**config.mk**
```make
export PLATFORM = sky130hd
export DESIGN_NAME = commit_trace_buffer
export DESIGN_NICKNAME = d
export VERILOG_FILES = /design/src/rtl/trace_pkg.sv /design/src/rtl/sync_fifo.sv /design/src/rtl/commit_trace_buffer.sv
export SDC_FILE = /design/constraint.sdc
export NUM_CORES = 1
export LEC_CHECK = 0
export ABC_AREA = 0
export BUFFER_PORTS_ARGS = -buffer_cell sky130_fd_sc_hd__buf_2
export CAP_MARGIN = 10
export CORE_MARGIN = 1
export CORE_UTILIZATION = 40
export DETAILED_ROUTE_END_ITERATION = 10
export PLACE_DENSITY = 0.66
export SYNTH_ARGS = -nofsm -noshare
export SYNTH_HDL_FRONTEND = slang
export SYNTH_SLANG_ARGS = --single-unit
```
**constraint.sdc**
```tcl
create_clock -name clk -period 9.4 [get_ports clk]
set_clock_uncertainty 0.05 [all_clocks]
set_input_delay 1.41 -clock clk [delete_from_list [all_inputs] [get_ports clk]]
set_output_delay 1.41 -clock clk [all_outputs]
set_load 0.03 [all_outputs]
```
**src/rtl/trace_pkg.sv**
```systemverilog
// Shared types and constants for the commit trace capture path.
package trace_pkg;

    localparam int unsigned STAMP_W   = 14;
    localparam int unsigned REG_NUM_W = 5;
    localparam int unsigned ADDR_W    = 9;
    localparam int unsigned WORD_W    = 32;

    // Header word bit positions
    localparam int unsigned HDR_REG_EV_BIT  = 31;
    localparam int unsigned HDR_WR_BIT      = 30;
    localparam int unsigned HDR_RD_BIT      = 29;
    localparam int unsigned HDR_REG_NUM_LSB = 24;
    localparam int unsigned HDR_LOST_BIT    = 23;
    localparam int unsigned HDR_STAMP_LSB   = 9;
    localparam int unsigned HDR_ADDR_LSB    = 0;

    typedef enum logic [1:0] {
        IDLE,
        HDR,
        REG,
        MEM
    } ser_state_t;

    typedef struct packed {
        logic                 reg_ev;
        logic                 wr;
        logic                 rd;
        logic [REG_NUM_W-1:0] reg_num;
        logic                 lost;
        logic [STAMP_W-1:0]   stamp;
        logic [ADDR_W-1:0]    addr;
        logic [WORD_W-1:0]    reg_data;
        logic [WORD_W-1:0]    mem_data;
    } trace_rec_t;

    // Pack the first word of a record
    function automatic logic [WORD_W-1:0] make_header(input trace_rec_t r);
        logic [WORD_W-1:0] h;
        h = '0;
        h[HDR_REG_EV_BIT]                    = r.reg_ev;
        h[HDR_WR_BIT]                        = r.wr;
        h[HDR_RD_BIT]                        = r.rd;
        h[HDR_REG_NUM_LSB +: REG_NUM_W]      = r.reg_num;
        h[HDR_LOST_BIT]                      = r.lost;
        h[HDR_STAMP_LSB +: STAMP_W]          = r.stamp;
        h[HDR_ADDR_LSB +: ADDR_W]            = r.addr;
        return h;
    endfunction

endpackage

```
**src/rtl/sync_fifo.sv**
```systemverilog
// Single-clock first-word-fall-through FIFO with occupancy count.
// Push is refused when full; pop is ignored when empty.
module sync_fifo #(
    parameter int unsigned WIDTH = 32,
    parameter int unsigned DEPTH = 8
) (
    input  logic                   clk,
    input  logic                   reset,
    input  logic                   push,
    input  logic [WIDTH-1:0]       wdata,
    input  logic                   pop,
    output logic [WIDTH-1:0]       rdata,
    output logic                   full,
    output logic                   empty,
    output logic [$clog2(DEPTH):0] level
);

    localparam int unsigned AW = $clog2(DEPTH);

    logic [WIDTH-1:0] mem [DEPTH];
    logic [AW-1:0]    wr_ptr;
    logic [AW-1:0]    rd_ptr;
    logic [AW:0]      count;
    logic             do_push;
    logic             do_pop;

    assign full    = (count == (AW+1)'(DEPTH));
    assign empty   = (count == '0);
    assign do_push = push && !full;
    assign do_pop  = pop && !empty;
    assign rdata   = mem[rd_ptr];
    assign level   = count;

    // Pointer and occupancy bookkeeping
    always_ff @(posedge clk) begin
        if (reset) begin
            wr_ptr <= '0;
            rd_ptr <= '0;
            count  <= '0;
        end else begin
            if (do_push) wr_ptr <= wr_ptr + 1'b1;
            if (do_pop)  rd_ptr <= rd_ptr + 1'b1;
            case ({do_push, do_pop})
                2'b10:   count <= count + 1'b1;
                2'b01:   count <= count - 1'b1;
                default: count <= count;
            endcase
        end
    end

    // Storage array, written only on accepted pushes
    always_ff @(posedge clk) begin
        if (do_push) mem[wr_ptr] <= wdata;
    end

endmodule

```
**src/rtl/commit_trace_buffer.sv**
```systemverilog
// Turns per-cycle core register/memory activity into timestamped records,
// buffers them, and streams them out as 32-bit words. Never stalls the core:
// records arriving while the buffer is full are dropped and counted.
module commit_trace_buffer
    import trace_pkg::*;
#(
    parameter int unsigned DEPTH  = 8,
    parameter int unsigned DROP_W = 16
) (
    input  logic                   clk,
    input  logic                   reset,
    input  logic                   trace_en,
    input  logic                   reg_write_sig,
    input  logic [4:0]             reg_num,
    input  logic [31:0]            reg_data,
    input  logic                   wr,
    input  logic                   rd,
    input  logic [8:0]             addr,
    input  logic [31:0]            wr_data,
    input  logic [31:0]            rd_data,
    output logic                   out_valid,
    input  logic                   out_ready,
    output logic [31:0]            out_data,
    output logic                   out_last,
    output logic [$clog2(DEPTH):0] level,
    output logic [DROP_W-1:0]      drop_count
);

    localparam int unsigned LW = $clog2(DEPTH) + 1;

    logic               reg_ev;
    logic               mem_ev;
    logic               rec_ev;
    logic               push;
    logic               drop;
    logic               pop;
    logic               lost_pending;
    logic [STAMP_W-1:0] stamp;
    trace_rec_t         new_rec;
    trace_rec_t         head_rec;
    logic               fifo_full;
    logic               fifo_empty;
    logic [LW-1:0]      fifo_level;
    logic               head_mem_ev;
    logic               more_after_pop;
    ser_state_t         state;
    ser_state_t         state_nxt;

    assign reg_ev = trace_en && reg_write_sig && (reg_num != '0);
    assign mem_ev = trace_en && (wr || rd);
    assign rec_ev = reg_ev || mem_ev;
    assign push   = rec_ev && !fifo_full;
    assign drop   = rec_ev && fifo_full;

    // Assemble the record for this cycle's activity
    always_comb begin
        new_rec          = '0;
        new_rec.reg_ev   = reg_ev;
        new_rec.wr       = trace_en && wr;
        new_rec.rd       = trace_en && rd;
        new_rec.reg_num  = reg_ev ? reg_num : '0;
        new_rec.lost     = lost_pending;
        new_rec.stamp    = stamp;
        new_rec.addr     = mem_ev ? addr : '0;
        new_rec.reg_data = reg_ev ? reg_data : '0;
        new_rec.mem_data = mem_ev ? (wr ? wr_data : rd_data) : '0;
    end

    // Free-running timestamp, zero in the first cycle out of reset
    always_ff @(posedge clk) begin
        if (reset) stamp <= '0;
        else       stamp <= stamp + 1'b1;
    end

    // Drop accounting and the sticky flag that marks the next kept record
    always_ff @(posedge clk) begin
        if (reset) begin
            drop_count   <= '0;
            lost_pending <= 1'b0;
        end else if (push) begin
            lost_pending <= 1'b0;
        end else if (drop) begin
            lost_pending <= 1'b1;
            if (drop_count != '1) drop_count <= drop_count + 1'b1;
        end
    end

    sync_fifo #(
        .WIDTH ($bits(trace_rec_t)),
        .DEPTH (DEPTH)
    ) u_fifo (
        .clk   (clk),
        .reset (reset),
        .push  (push),
        .wdata (new_rec),
        .pop   (pop),
        .rdata (head_rec),
        .full  (fifo_full),
        .empty (fifo_empty),
        .level (fifo_level)
    );

    assign level       = fifo_level;
    assign head_mem_ev = head_rec.wr || head_rec.rd;

    // A push this cycle counts as "another record present" so that a record
    // arriving into an empty buffer, or behind the one being popped, is
    // presented the very next cycle without a bubble.
    assign more_after_pop = (fifo_level > LW'(1)) || push;

    // Serializer state register
    always_ff @(posedge clk) begin
        if (reset) state <= IDLE;
        else       state <= state_nxt;
    end

    // Serializer word selection and sequencing
    always_comb begin
        state_nxt = state;
        out_valid = 1'b0;
        out_data  = '0;
        out_last  = 1'b0;
        pop       = 1'b0;
        case (state)
            IDLE: begin
                if (!fifo_empty || push) state_nxt = HDR;
            end
            HDR: begin
                out_valid = 1'b1;
                out_data  = make_header(head_rec);
                if (out_ready) state_nxt = head_rec.reg_ev ? REG : MEM;
            end
            REG: begin
                out_valid = 1'b1;
                out_data  = head_rec.reg_data;
                out_last  = !head_mem_ev;
                if (out_ready) begin
                    if (head_mem_ev) begin
                        state_nxt = MEM;
                    end else begin
                        pop       = 1'b1;
                        state_nxt = more_after_pop ? HDR : IDLE;
                    end
                end
            end
            MEM: begin
                out_valid = 1'b1;
                out_data  = head_rec.mem_data;
                out_last  = 1'b1;
                if (out_ready) begin
                    pop       = 1'b1;
                    state_nxt = more_after_pop ? HDR : IDLE;
                end
            end
            default: state_nxt = IDLE;
        endcase
    end

endmodule
```
==> summary by stage <==
Run status
The flow ran to the end, and the final reports show no timing, DRC or antenna violations.

Power and ir drop
The maximum ir drop on the vdd rail is 148 uV. Summed over all cells, the static leakage comes to 11.9 nW. Power spread over the standard cell area amounts to 220 nW/um2.

Place
Counting tap cells, the placed design contains a total of 2,713 instances. Detailed placement ended at an HPWL of 39,100 um. Port buffering added 170 buffers.

The final RePlAce weighted congestion is 0.758.

Drt
The overall routed net length is 70,600 um. The total number of vias is 15,800. The wire length on met2 is 34,800 um. In the routed layout, each cell is associated on average with a via count of 5.51. The met3 layer wire length in the routed design is 4950 um.

The highest metal layer carrying signal wires in the routed design is met5. The post-route antenna net violation count is 0. After detailed routing, the number of remaining DRC violations is 0. The met1 wire length is 29,600 um. Dividing the detail-routed wire length by the instance count gives 24.6 um.

The first TritonRoute pass finished after 5 iterations. In this run, the number of DRC markers left after iteration 0 of detailed routing was 1,458.

Clocking
CTS saw 814 sinks. The TritonCTS clock tree is built. In this run, post-CTS hold repair placed 0 buffers. The latest clock arrival within the worst-skew pair is 0.64 ns. Post-CTS repair changed the size of 0 cells. Buffers inserted during clock tree synthesis total 84. In this run the deepest clock path goes through 3 buffers. The clock tree synthesis step divided the H-tree into 3 levels. The tree is rooted in a sky130_fd_sc_hd__clkbuf_16.

The clock-pin slew on the worst setup and hold paths is 0.06 ns. The post-CTS setup-driven buffer insertion count is 0.

Layout
For this run, the share of the core covered by cells in the final layout is 47.0%. In the final design database the tool counted 1,874 nets. From synthesis to final layout, the design area changed by 15.9%. 0 antenna diodes ended up in the layout. Excluding fillers, the count of instances in the completed layout stands at 2,871. Of the cells placed in the final design, the portion with a size suffix greater than 1 is 31.9%.

Floorplanning
In this run the count of I/O pins placed on the die edge is 171. The die span in y is 286 um. The total core area is 79,300 um2. The number of core rows is 103. The die outline area is 81,600 um2. The initial utilization of the core area, before any placement, comes to 40.6%. The die is 286 um wide.

Timing
In this run the tightest slew margin relative to its limit is 25.0%. The total negative slack for setup checks is 0 ns. The shortest period the worst path allows is 5.40 ns. Setup repair after global routing left no endpoint under its margin. For the pin with the worst max-slew slack, the measured transition is 1.12 ns. The final max-slew violation count is 0. The final critical path takes up 57.5% of the cycle.

Static timing analysis puts the maximum clock frequency at 185 MHz. The number of hold-slack violations in the final timing report is 0. Setup violations remaining at the end of the flow were counted as 0.

Hold path
The worst hold path belongs to the class flip-flop to flip-flop. The worst hold path begins at drop_count[14].

Yosys
The count of mapped cells out of synthesis is 1,548. In this run, synthesis produced a sequential element count of 814. When the netlist entered floorplanning its net count stood at 1,673. The cell type with the largest total area after synthesis is sky130_fd_sc_hd__edfxtp_1. The share of the synthesized area in the top cell type is 71.7%. The mapped netlist covers 32,200 um2.

For this run, the leading register cell type out of synthesis is sky130_fd_sc_hd__edfxtp_1. The number of synthesis warnings is 0. Summing the sequential cell areas from Yosys gives 74.6% of the chip area.

The post-synthesis average cell area is 20.8 um2. Yosys mapped the design onto 53 distinct sky130hd cell types. By area the synthesized netlist is led by sky130_fd_sc_hd__edfxtp_1 (72%), sky130_fd_sc_hd__mux4_2 (15%), sky130_fd_sc_hd__dfxtp_1 (2.9%), sky130_fd_sc_hd__mux2i_1 (2.7%), sky130_fd_sc_hd__and2_1 (0.88%). The share of synthesized registers carrying an async set or reset is 0%.

The count of flip-flops with a built-in enable after synthesis is 768.

Global routing
The initial antenna violation count was 5. The via count of the first global-routing pass is 16,700. The total routing usage reported by global routing is 17.3%. The aggregate global routing overflow is 0. The largest net degree at the start of global routing is 176.

The global-route wire length before repair is 105,000 um.

Critical path
The kind of start point of the critical path is a flip-flop. The startpoint of the lowest-slack register-to-register path is u_fifo.level[0]. The type of the setup path with the least slack is flip-flop to output port.

The nature of the critical path endpoint is an output port. The data required time at the worst endpoint is 7.94 ns. The signal arrival time at the worst endpoint is 3.94 ns.

The maximum fanout along the worst path is 114.

Run
The max capacitance violation total is 0.
[kinds of logic (layout without fill, tap and decap cells)]
group / count (synthesis) / count (layout) / share of synthesized area (%)
flip-flops: 814 / 814 / 74.6
multiplexers: 307 / 307 / 17.9
AND/OR/NAND/NOR: 218 / 218 / 3.51
AO/OA/AOI/OAI: 97 / 97 / 1.89
buffers and inverters: 91 / 364 / 1.48
XOR/XNOR: 13 / 13 / 0.354
adder cells (fa/ha/maj): 8 / 8 / 0.311
[state kept, by name, summed over array words and instances, names as in the netlist, named ones only]
signal	cells
stamp	14
u_fifo.wr_ptr	3
u_fifo.rd_ptr	3
u_fifo.mem	768
lost_pending	1
u_fifo.level	4
drop_count	16
state	2
[per-stage QoR]
stage                     worst slack (ns)  instance area [um2]  total power [W]  hold WS [ns]
final                                 4.00                37300          0.00820         0.452
after global routing                  3.74                37300          0.00846         0.472
after CTS                             3.90                37300          0.00828         0.447
after detailed placement              3.43                34200          0.00472         0.431
after global placement                3.59                34200          0.00470         0.415
after floorplan                       2.57                32200          0.00451         0.404
[synthesized netlist by cell type (2+ instances only)]
cell type / count
sky130_fd_sc_hd__edfxtp_1: 768
sky130_fd_sc_hd__mux4_2: 214
sky130_fd_sc_hd__mux2i_1: 86
sky130_fd_sc_hd__nor2_1: 63
sky130_fd_sc_hd__dfxtp_1: 46
sky130_fd_sc_hd__and2_1: 45
sky130_fd_sc_hd__nand2_1: 36
sky130_fd_sc_hd__clkbuf_1: 33
sky130_fd_sc_hd__o21ai_0: 24
sky130_fd_sc_hd__o21ai_1: 22
sky130_fd_sc_hd__a21oi_1: 18
sky130_fd_sc_hd__buf_2: 14
sky130_fd_sc_hd__nand3_1: 14
sky130_fd_sc_hd__buf_1: 13
sky130_fd_sc_hd__buf_6: 11
sky130_fd_sc_hd__or3_1: 11
sky130_fd_sc_hd__inv_1: 10
sky130_fd_sc_hd__o22a_1: 10
sky130_fd_sc_hd__buf_4: 9
sky130_fd_sc_hd__ha_1: 8
sky130_fd_sc_hd__nand4_1: 8
sky130_fd_sc_hd__xor2_1: 8
sky130_fd_sc_hd__nor2b_1: 7
sky130_fd_sc_hd__nand2b_1: 6
sky130_fd_sc_hd__and3_1: 5
sky130_fd_sc_hd__o41ai_1: 5
sky130_fd_sc_hd__or2_2: 5
sky130_fd_sc_hd__xnor2_1: 5
sky130_fd_sc_hd__mux2_2: 4
sky130_fd_sc_hd__nor3_1: 4
sky130_fd_sc_hd__o311ai_0: 4
sky130_fd_sc_hd__or4_1: 4
sky130_fd_sc_hd__mux2_1: 3
sky130_fd_sc_hd__a211oi_1: 2
sky130_fd_sc_hd__and4_1: 2
sky130_fd_sc_hd__nor4_1: 2
sky130_fd_sc_hd__o211ai_1: 2
sky130_fd_sc_hd__o31ai_1: 2
[layout by cell type (no fill, tap or decap), types with 4 or more instances in the layout]
cell type                    Yosys  layout
sky130_fd_sc_hd__a21oi_1        18      18
sky130_fd_sc_hd__and2_1         45      45
sky130_fd_sc_hd__and3_1          5       5
sky130_fd_sc_hd__buf_12          0       4
sky130_fd_sc_hd__buf_2          14     170
sky130_fd_sc_hd__buf_4           9      21
sky130_fd_sc_hd__bufinv_16       0      14
sky130_fd_sc_hd__clkbuf_1       33      10
sky130_fd_sc_hd__clkbuf_16       0      85
sky130_fd_sc_hd__clkbuf_8        0      10
sky130_fd_sc_hd__clkinv_1        0      10
sky130_fd_sc_hd__clkinv_2        0      10
sky130_fd_sc_hd__clkinvlp_4      0       7
sky130_fd_sc_hd__dfxtp_1        46      41
sky130_fd_sc_hd__edfxtp_1      768     768
sky130_fd_sc_hd__ha_1            8       8
sky130_fd_sc_hd__inv_1          10      10
sky130_fd_sc_hd__mux2_2          4       4
sky130_fd_sc_hd__mux2i_1        86      86
sky130_fd_sc_hd__mux4_2        214     214
sky130_fd_sc_hd__nand2_1        36      36
sky130_fd_sc_hd__nand2b_1        6       5
sky130_fd_sc_hd__nand3_1        14      14
sky130_fd_sc_hd__nand4_1         8       8
sky130_fd_sc_hd__nor2_1         63      57
sky130_fd_sc_hd__nor2_4          1       7
sky130_fd_sc_hd__nor2b_1         7       7
sky130_fd_sc_hd__o21ai_0        24      24
sky130_fd_sc_hd__o21ai_1        22      21
sky130_fd_sc_hd__o22a_1         10      10
sky130_fd_sc_hd__o311ai_0        4       4
sky130_fd_sc_hd__o41ai_1         5       5
sky130_fd_sc_hd__or2_2           5       5
sky130_fd_sc_hd__or3_1          11      11
sky130_fd_sc_hd__or4_1           4       4
sky130_fd_sc_hd__xnor2_1         5       5
sky130_fd_sc_hd__xor2_1          8       8
[where the power goes]
group / total, W / internal (W) / switching [W]
clock network: 0.00357 / 0.00215 / 0.00142
logic: 0.000525 / 0.000186 / 0.000339
registers: 0.00411 / 0.00407 / 0.0000350
[layout make-up]
class / count / area (um2)
Sequential cell: 814 / 24000
Inverter: 11 / 41.3
Multi-Input combinational cell: 643 / 7790
Clock buffer: 105 / 2300
Fill cell: 6452 / 42000
Tap cell: 1050 / 1310
Clock inverter: 53 / 747
Timing Repair Buffer: 195 / 1090
[routing by layer]
layer	track usage, %	vias to the layer above
met2	28.5	603
li1	-	6808
met4	4.73	2
met1	23.9	8322
met3	3.05	93
met5	0	-
[worst paths after layout]
path                            end  slack (ns)  depth (start not counted)
setup / recovery       out_data[27]        4.00                          6
hold / removal       drop_count[14]        0.45                          2
setup reg to reg  u_fifo.mem[7][82]        5.39                          8
hold reg to reg      drop_count[14]        0.45                          2
[critical path, cell delays in order, from the launching register on]
cell                      delay, ns
sky130_fd_sc_hd__dfxtp_4       0.75
sky130_fd_sc_hd__buf_12        0.67
sky130_fd_sc_hd__mux4_2        0.62
sky130_fd_sc_hd__mux2i_1       0.30
sky130_fd_sc_hd__o22a_1        0.20
sky130_fd_sc_hd__o21ai_0       0.18
sky130_fd_sc_hd__buf_2         0.27
No activity file was read; power rests on OpenSTA's default activity.
